$ cat config.mk
export PLATFORM = sky130hd
export DESIGN_NAME = egg_result_display
export DESIGN_NICKNAME = d
export VERILOG_FILES = /design/src/rtl/egg_result_display.sv
export SDC_FILE = /design/constraint.sdc
export NUM_CORES = 1
export LEC_CHECK = 0
export ABC_AREA = 0
export BUFFER_PORTS_ARGS = -buffer_cell sky130_fd_sc_hd__buf_2
export CAP_MARGIN = 20
export CORE_ASPECT_RATIO = 0.5
export CORE_MARGIN = 2
export CORE_UTILIZATION = 45
export CTS_BUF_LIST = sky130_fd_sc_hd__clkbuf_8
export DETAILED_ROUTE_END_ITERATION = 7
export SYNTH_ARGS = -nofsm -noshare
export SYNTH_HDL_FRONTEND = slang
export SYNTH_SLANG_ARGS = --single-unit
$ cat constraint.sdc
create_clock -name in_clk -period 4.3 [get_ports in_clk]
set_input_delay 0.43 -clock in_clk [delete_from_list [all_inputs] [get_ports in_clk]]
set_output_delay 0.43 -clock in_clk [all_outputs]
set_load 0.01 [all_outputs]
$ cat src/rtl/egg_result_display.sv
// Captures attempt/broken/flag on in_update, converts both counts to BCD, drives 8-digit mux display.
// Latency: busy for 25 cycles after capture; display shows the new value from the 26th edge on.
// Backpressure: in_update is ignored while out_busy is high (not queued); scan never stalls.
//
// Ports:
//   in_clk, in_rst_n              clock, synchronous active-low reset
//   in_attempt_count[31:0]        attempt count (saturates to 9999 at capture)
//   in_broken_count[31:0]         broken count (saturates to 999 at capture)
//   in_is_last_broken             last-broken flag, shown on digit 0
//   in_update                     capture request, level-sampled in IDLE
//   out_busy                      conversion in progress
//   out_an[7:0]                   active-low digit enables, digit 7 leftmost
//   out_seg[7:0]                  active-low segments {dp,g,f,e,d,c,b,a}
module egg_result_display #(
  parameter int unsigned SCAN_DIV = 100000
) (
  input  logic        in_clk,
  input  logic        in_rst_n,
  input  logic [31:0] in_attempt_count,
  input  logic [31:0] in_broken_count,
  input  logic        in_is_last_broken,
  input  logic        in_update,
  output logic        out_busy,
  output logic [7:0]  out_an,
  output logic [7:0]  out_seg
);

  localparam int unsigned DIV_W = $clog2(SCAN_DIV);
  localparam logic [DIV_W-1:0] DIV_LAST = DIV_W'(SCAN_DIV - 1);

  typedef enum logic [1:0] {
    S_IDLE   = 2'd0,
    S_CONV_A = 2'd1,
    S_CONV_B = 2'd2,
    S_DONE   = 2'd3
  } state_t;

  state_t      state;
  logic [3:0]  iter_cnt;

  // Double-dabble working registers: BCD accumulator and binary shift-out.
  logic [15:0] a_bcd;
  logic [13:0] a_bin;
  logic [11:0] b_bcd;
  logic [9:0]  b_bin;
  logic        cap_flag;
  logic        cap_sat_a;
  logic        cap_sat_b;

  // Display buffer; only written in DONE so the scan never sees a partial value.
  logic [15:0] buf_a;
  logic [11:0] buf_b;
  logic        buf_flag;
  logic        buf_sat_a;
  logic        buf_sat_b;

  logic        att_sat;
  logic        brk_sat;
  logic [15:0] a_adj;
  logic [11:0] b_adj;
  logic [29:0] a_shift;
  logic [21:0] b_shift;

  assign att_sat = (in_attempt_count > 32'd9999);
  assign brk_sat = (in_broken_count > 32'd999);

  // One double-dabble step: add 3 to each nibble >= 5, then shift the
  // combined {bcd, bin} register left by one.
  always_comb begin
    a_adj = a_bcd;
    b_adj = b_bcd;
    for (int i = 0; i < 4; i++) begin
      if (a_bcd[4*i +: 4] >= 4'd5) a_adj[4*i +: 4] = a_bcd[4*i +: 4] + 4'd3;
    end
    for (int i = 0; i < 3; i++) begin
      if (b_bcd[4*i +: 4] >= 4'd5) b_adj[4*i +: 4] = b_bcd[4*i +: 4] + 4'd3;
    end
    a_shift = {a_adj, a_bin} << 1;
    b_shift = {b_adj, b_bin} << 1;
  end

  always_ff @(posedge in_clk) begin
    if (!in_rst_n) begin
      state     <= S_IDLE;
      iter_cnt  <= 4'd0;
      out_busy  <= 1'b0;
      a_bcd     <= 16'd0;
      a_bin     <= 14'd0;
      b_bcd     <= 12'd0;
      b_bin     <= 10'd0;
      cap_flag  <= 1'b0;
      cap_sat_a <= 1'b0;
      cap_sat_b <= 1'b0;
      buf_a     <= 16'd0;
      buf_b     <= 12'd0;
      buf_flag  <= 1'b0;
      buf_sat_a <= 1'b0;
      buf_sat_b <= 1'b0;
    end else begin
      case (state)
        S_IDLE: begin
          if (in_update) begin
            a_bin     <= att_sat ? 14'd9999 : in_attempt_count[13:0];
            b_bin     <= brk_sat ? 10'd999 : in_broken_count[9:0];
            a_bcd     <= 16'd0;
            b_bcd     <= 12'd0;
            cap_flag  <= in_is_last_broken;
            cap_sat_a <= att_sat;
            cap_sat_b <= brk_sat;
            iter_cnt  <= 4'd0;
            out_busy  <= 1'b1;
            state     <= S_CONV_A;
          end
        end
        S_CONV_A: begin
          a_bcd <= a_shift[29:14];
          a_bin <= a_shift[13:0];
          if (iter_cnt == 4'd13) begin
            iter_cnt <= 4'd0;
            state    <= S_CONV_B;
          end else begin
            iter_cnt <= iter_cnt + 4'd1;
          end
        end
        S_CONV_B: begin
          b_bcd <= b_shift[21:10];
          b_bin <= b_shift[9:0];
          if (iter_cnt == 4'd9) begin
            iter_cnt <= 4'd0;
            state    <= S_DONE;
          end else begin
            iter_cnt <= iter_cnt + 4'd1;
          end
        end
        S_DONE: begin
          buf_a     <= a_bcd;
          buf_b     <= b_bcd;
          buf_flag  <= cap_flag;
          buf_sat_a <= cap_sat_a;
          buf_sat_b <= cap_sat_b;
          out_busy  <= 1'b0;
          state     <= S_IDLE;
        end
        default: state <= S_IDLE;
      endcase
    end
  end

  // ---------------------------------------------------------------- scan
  logic [DIV_W-1:0] div_cnt;
  logic [2:0]       scan_idx;
  logic [3:0]       cur_digit;
  logic             cur_dp;
  logic [6:0]       cur_seg;

  always_comb begin
    cur_digit = 4'd0;
    cur_dp    = 1'b0;
    case (scan_idx)
      3'd0: cur_digit = {3'b000, buf_flag};
      3'd1: cur_digit = buf_b[3:0];
      3'd2: cur_digit = buf_b[7:4];
      3'd3: begin
        cur_digit = buf_b[11:8];
        cur_dp    = buf_sat_b;
      end
      3'd4: begin
        cur_digit = buf_a[3:0];
        cur_dp    = 1'b1;          // field separator between attempt and broken
      end
      3'd5: cur_digit = buf_a[7:4];
      3'd6: cur_digit = buf_a[11:8];
      3'd7: begin
        cur_digit = buf_a[15:12];
        cur_dp    = buf_sat_a;
      end
      default: cur_digit = 4'd0;
    endcase

    case (cur_digit)
      4'd0:    cur_seg = 7'h40;
      4'd1:    cur_seg = 7'h79;
      4'd2:    cur_seg = 7'h24;
      4'd3:    cur_seg = 7'h30;
      4'd4:    cur_seg = 7'h19;
      4'd5:    cur_seg = 7'h12;
      4'd6:    cur_seg = 7'h02;
      4'd7:    cur_seg = 7'h78;
      4'd8:    cur_seg = 7'h00;
      4'd9:    cur_seg = 7'h10;
      default: cur_seg = 7'h7F;    // blank; unreachable with valid BCD
    endcase
  end

  // Outputs are registered from the pre-edge index, so each digit is driven
  // for exactly SCAN_DIV cycles.
  always_ff @(posedge in_clk) begin
    if (!in_rst_n) begin
      div_cnt  <= '0;
      scan_idx <= 3'd0;
      out_an   <= 8'hFF;
      out_seg  <= 8'hFF;
    end else begin
      out_an  <= ~(8'd1 << scan_idx);
      out_seg <= {~cur_dp, cur_seg};
      if (div_cnt == DIV_LAST) begin
        div_cnt  <= '0;
        scan_idx <= scan_idx + 3'd1;
      end else begin
        div_cnt <= div_cnt + 1'b1;
      end
    end
  end

endmodule

==> impl_metrics.toml, run 1 <==
[logic_synthesis]
async_flop_share = 0
ys_ff_latch = 129
synth_enable_flop_cells = 0
syn_area_per_cell_um2 = 9.067
netlist_top_cells_count = "129 x dfxtp_1, 56 x nand2_1, 55 x nor2b_1"
synth_fp_nets = 796
ys_seq_area_frac = 0.4081
synth_cell_type_count = 59
synth_area_leaders = "dfxtp_1 41%, ha_1 5.9%, mux2i_1 5.5%, nor2b_1 5.4%, o21ai_0 3.6%"
synth_area_leader_cell = "dfxtp_1"
synth_area_um2 = 6329
ys.flop_type = "dfxtp_1"
synthMostInstantiatedCell = "dfxtp_1"
syn_inst = 698
synth_top_area_frac = 0.4081
yosysWarnings = 0

[detailed_routing]
drc = 0
drt_iter0_drc = 341
viasPerCell = 5.138
met1Wirelength_um = 7260
dr_wl_met3_um = 626
routed-via-count = 4999
drt-total-wl_um = 13750
maxUsedRoutingLayer = "met4"
wl_met2_um = 5786
first_pass_iters = 5
antenna_left = 0
detail_route.wl_per_cell_um = 14.13

[floorplanning]
die_y_um = 87.86
pin_count = 85
dieArea_um2 = 15090
core_um2 = 13630
num_rows = 30
die_w_um = 171.7
initial_core_util = 0.4645

[critical_path]
worstSetupEndpointType = "flop"
critPathLaunchType = "flop"
regToRegSetupSlack_ns = 1.50
required_ns = 4.56
r2r-end = "out_seg[3]"
worst-path-max-fanout = 11
worstSetupStartpoint = "scan_idx[1]"
worstPathArrival_ns = 3.07
r2r_cells = 7
cp-endpoint = "out_seg[3]"
timing.rr.start = "scan_idx[1]"
worstSetupPathType = "flop to flop"

[power]
internal_power_mw = 2.041
power_frac_comb = 0.229
ir_worst_vdd_uv = 219.6
p_seq_frac = 0.447
sw_frac_of_total = 0.3231
leakage_nw = 2.688
p_sw_mw = 0.9745
power.density_nw_per_um2 = 417.2
power_frac_clock = 0.324

[global_routing]
grt_max_degree = 85
grt-ovfl-total = 0
grt_pass1_wl_um = 22090
grt_usage = 0.1862
grt_pass1_vias = 4481
antenna_found_initial = 0

[timing]
fmax_mhz = 356.9
worstMarginPinSlew_ns = 1.110
setup_viol = 0
fin_crit_sh = 0.6516
report.final.slew_viol_count = 0
finalSetupTns_ns = 0
fin_crit_ns = 2.802
fin_skew_ns = 0.01049
relSlewSlack = 0.2598
finalHoldViolations = 0
worst_slack_ns = 1.498
rsz0062_at_grt = "false"

[placed_design]
dp_slack_ns = 1.573
place_area_um2 = 6854
hpwl_um = 9682
place_inst = 941
gp_congestion = 0.8264
port_buffers = 84

[clocking]
cts_setup_buffers = 0
clock_latency_ns = 0.43
clock-root-buffer = "clkbuf_8"
cts_made_buffers = 17
ctsResizeCount = 0
clkTransAtPathRegs_ns = 0.07
cts_sinks = 129
h-tree-depth = 4
postCtsHoldBufs = 0
cts_buffer_depth = 2
cts_tree = "done"

[outcome]
status = "completed"

[finish]
drive_above_1_share = 0.1908
finalNonFillerCells = 973
area_growth_pct = 14.22
diodes = 0
fin_nets = 866
n_fill_cell = 1316
stdcell_area_um2 = 7228

[flow_run]
drv_cap = 0

[hold_path]
hold_class = "input port to flop"
per-layer routing:
metal,up-vias,GRT usage
li1,2592,-
met1,2317,0.2691
met3,7,0.04654
met2,83,0.2698
met4,0,0.06394
met5,-,0
metrics by stage:
| stage | hold WS (ns) | power (mW) | utilization |
|---|---|---|---|
| finish | 0.2272 | 3.016 | 0.5305 |
| global route | 0.2102 | 3.190 | 0.5305 |
| CTS | 0.1990 | 3.045 | 0.5305 |
| detailed placement | 0.4638 | 2.069 | 0.5030 |
| global placement | 0.4548 | 2.058 | 0.5030 |
| floorplan | 0.4349 | 1.885 | - |
area by class of cell:
| class | count | area [um^2] | area share |
|---|---|---|---|
| sequential | 129 | 2582 | 0.3573 |
| timing repair buffer | 87 | 442.9 | 0.06128 |
| inverter | 36 | 135.1 | 0.01869 |
| multi-input combinational | 497 | 3453 | 0.4778 |
| clock buffer | 19 | 261.5 | 0.03618 |
| clock inverter | 13 | 112.6 | 0.01558 |
| tap | 192 | 240.2 | 0.03324 |
power by group through the flow:
stage	Combinational (mW)	Sequential [mW]	Clock [mW]
final	0.691	1.35	0.976
after global routing	0.776	1.36	1.05
after CTS	0.696	1.35	1.00
after detailed placement	0.694	1.38	0
after global placement	0.685	1.37	0
after floorplan	0.521	1.36	0
cell usage in the layout, fill, tap and decap left out, drive strengths merged, types with 23 or more instances in the layout:
master and count:
ha 30, nor2b 55, dfxtp 129, buf 87, nor2 28, inv 37
a21oi 23, nand2 56, nand3 27, o21ai 46, mux2i 35
worst max-delay path, stage by stage (launching register included):
cell       delay (ns)
dfxtp_1          0.38
inv_1            0.08
ha_1             0.31
a222oi_1         0.42
a21oi_1          0.13
a221oi_1         0.89
a21o_1           0.29
o2111ai_1        0.13
sequential cells by signal, indices dropped and copies added (netlist names), 8 cells and up:
name	count
div_cnt	17
a_bcd	16
buf_a	16
a_bin	14
b_bcd	12
buf_b	12
b_bin	10
out_an	8
out_seg	8
worst min-delay path by stage:
stage	from	end	slack (ns)	cells after the start
after floorplan	a_bin[0]	a_bin[0]	0.43	2
after global placement	div_cnt[0]	div_cnt[0]	0.45	1
after detailed placement	a_bin[0]	a_bin[0]	0.46	2
after CTS	in_attempt_count[11]	a_bin[11]	0.20	2
after global routing	in_broken_count[1]	b_bin[1]	0.21	2
final	in_attempt_count[11]	a_bin[11]	0.23	2
cell families (layout without fill, tap and decap cells):
kind of cell | Yosys count | after routing | share of synthesized area
flops | 129 | 129 | 0.4081
compound gates | 150 | 150 | 0.1635
mux | 42 | 42 | 0.06781
fa+ha+maj | 30 | 30 | 0.05931
buf+inv | 72 | 155 | 0.04725
simple gates | 247 | 247 | 0.2153
xor+xnor | 28 | 28 | 0.03875
No activity file was read; power rests on OpenSTA's default activity.
==> run 2: changes to the inputs <==
PLACE_DENSITY = 0.67   (was default)
clock period = 2.5 ns   (was 4.3 ns; I/O delays follow)
==> run 2 against run 1 <==
Effect of this change:
- hold slack worse by 0.18 ns
- critical path type unchanged
- sequential share of layout area decreased by 0.75 points
- fmax up 21%
- core utilization rose by 1.2 points
- routed wire length shrank 0.24%
- clock power rose by 96%
- worst setup slack worse by 1.3 ns
==> impl_metrics.toml, run 2 (same netlist as run 1, synthesis figures left out) <==
[timing]
report.final.slew_viol_count = 0
fin_skew_ns = 0.01797
fin_crit_ns = 2.322
finalHoldViolations = 0
worstMarginPinSlew_ns = 0.5810
hold_slack_ns = 0.04897
relSlewSlack = 0.6126
fin_crit_sh = 0.9286
fmax_mhz = 430.8
setup_viol = 0
finalSetupTns_ns = 0
rsz0062_at_grt = "false"

[critical_path]
cpMaxStageDelayCell = "or4_1"
max_stage_delay_ns = 0.50
critPathTopFamily = "simple AND/OR/NAND/NOR gates"
worstPathArrival_ns = 2.67
path_cells = "ha_1 > ha_2 > or4_1 > nor3b_1 > a21o_1 > inv_2 > ha_1 > and4bb_2 > a41oi_1"
cpMostUsedCell = "ha_1"
worstSetupPathType = "flop to flop"
worstSetupEndpointType = "flop"
cp_num_buf_inv = 1
critPathLaunchType = "flop"
required_ns = 2.85
worst-path-max-fanout = 5

[clocking]
clkTransAtPathRegs_ns = 0.09
cts_tree = "done"
cts_buffer_depth = 2
cts_made_buffers = 17
h-tree-depth = 4
cts_sinks = 129
clock-root-buffer = "clkbuf_8"
clock_latency_ns = 0.44

[power]
ir_worst_vdd_uv = 376.4
p_seq_frac = 0.425
power_frac_clock = 0.351
leakage_nw = 2.781
power_frac_comb = 0.224
p_sw_mw = 1.722
power.density_nw_per_um2 = 737.4
internal_power_mw = 3.725
sw_frac_of_total = 0.3162
power_mw = 5.447

[detailed_routing]
antenna_left = 0
detail_route.wl_per_cell_um = 13.94
first_pass_iters = 5
routed-via-count = 5103
drc = 0
viasPerCell = 5.186
drt-total-wl_um = 13720
drt_iter0_drc = 272

[global_routing]
antenna_found_initial = 0
grt_max_degree = 80
grt_usage = 0.1909
grt_pass1_vias = 4639
grt-ovfl-total = 0
grt_pass1_wl_um = 22940

[flow_run]
drv_cap = 0

[finish]
diodes = 0
mostFrequentLayoutCells = "128 x dfxtp_1, 84 x buf_2, 56 x nand2_1"
mostFrequentLayoutCell = "dfxtp_1"
largest_reg_flops = 17
top_regs = "div_cnt (17), a_bcd (16), buf_a (16)"
stdcell_area_um2 = 7387
fin_nets = 877
drive_above_1_share = 0.2071
area_growth_pct = 16.73
top_register = "div_cnt"

[placed_design]
hpwl_um = 9900
place_area_um2 = 6949
port_buffers = 84
gp_congestion = 0.8508

[outcome]
status = "completed"

[floorplanning]
die_y_um = 87.86
pin_count = 85
die_w_um = 171.7
initial_core_util = 0.4645
core_um2 = 13630
num_rows = 30
dieArea_um2 = 15090

[hold_path]
hold_class = "input port to flop"
## run 2: changes by cell type in the layout (fill, tap and decap cells not counted), sizes merged
cell | before | now
inv | 37 | 39
clkinv | 5 | 6
clkbuf | 19 | 18
buf | 87 | 98
bufinv | 1 | 3
clkinvlp | 6 | 2
## run 2: final cells by class
| cell class | instances | area [um^2] |
|---|---|---|
| clock buffers | 18 | 247.7 |
| clock inverters | 14 | 180.2 |
| fillers | 1233 | 6238 |
| inverters | 36 | 135.1 |
| multi-input cells | 497 | 3462 |
| flip-flops and latches | 129 | 2584 |
| well taps | 192 | 240.2 |
| repair buffers | 98 | 538.0 |
## run 2: metrics by stage
stage / setup WS (ns) / utilization / cells
after detailed placement: 0.09527 / 0.5100 / 952
after global routing: 0.01215 / 0.5421 / 984
after floorplan: 0.1663 / - / 698
after CTS: 0.06375 / 0.5414 / 984
after global placement: 0.1770 / 0.5100 / 952
final: 0.1785 / 0.5421 / 984
## run 2: power by group through the flow
stage                     Sequential (mW)  Combinational, mW  Clock [mW]
after floorplan                      2.35              0.896           0
after global placement               2.36               1.19           0
after detailed placement             2.36               1.22           0
after CTS                            2.31               1.22        1.95
after global routing                 2.34               1.36        2.05
final                                2.32               1.22        1.91
## run 2: what timing repair did
action                                  in CTS  in global routing
endpoints found under the setup margin       0                  5
hold buffers                                 0                  0
resized for setup                            0                  4
setup buffers                                0                  0
## run 2: final timing paths
kind	start	to	slack [ns]	cells past startpoint
worst max register to register	scan_idx[0]	out_seg[5]	0.18	9
worst min-delay path	in_attempt_count[6]	a_bin[6]	0.05	2
worst min register to register	div_cnt[0]	div_cnt[0]	0.48	1
worst max-delay path	scan_idx[0]	out_seg[5]	0.18	9
## run 2: layer usage
metal,up-vias,GRT usage,share of wire
met5,-,0,0
li1,2621,-,-
met2,66,0.2862,0.43
met1,2399,0.2752,0.53
met3,17,0.03796,0.030
met4,0,0.06317,0.013
## run 2: worst reg2reg max path, stage by stage (launching register included)
cell and delay (ns):
dfxtp_1 0.33, ha_1 0.22, ha_2 0.21, or4_1 0.50, nor3b_1 0.16, a21o_1 0.22, inv_2 0.10, ha_1 0.14
and4bb_2 0.22, a41oi_1 0.15
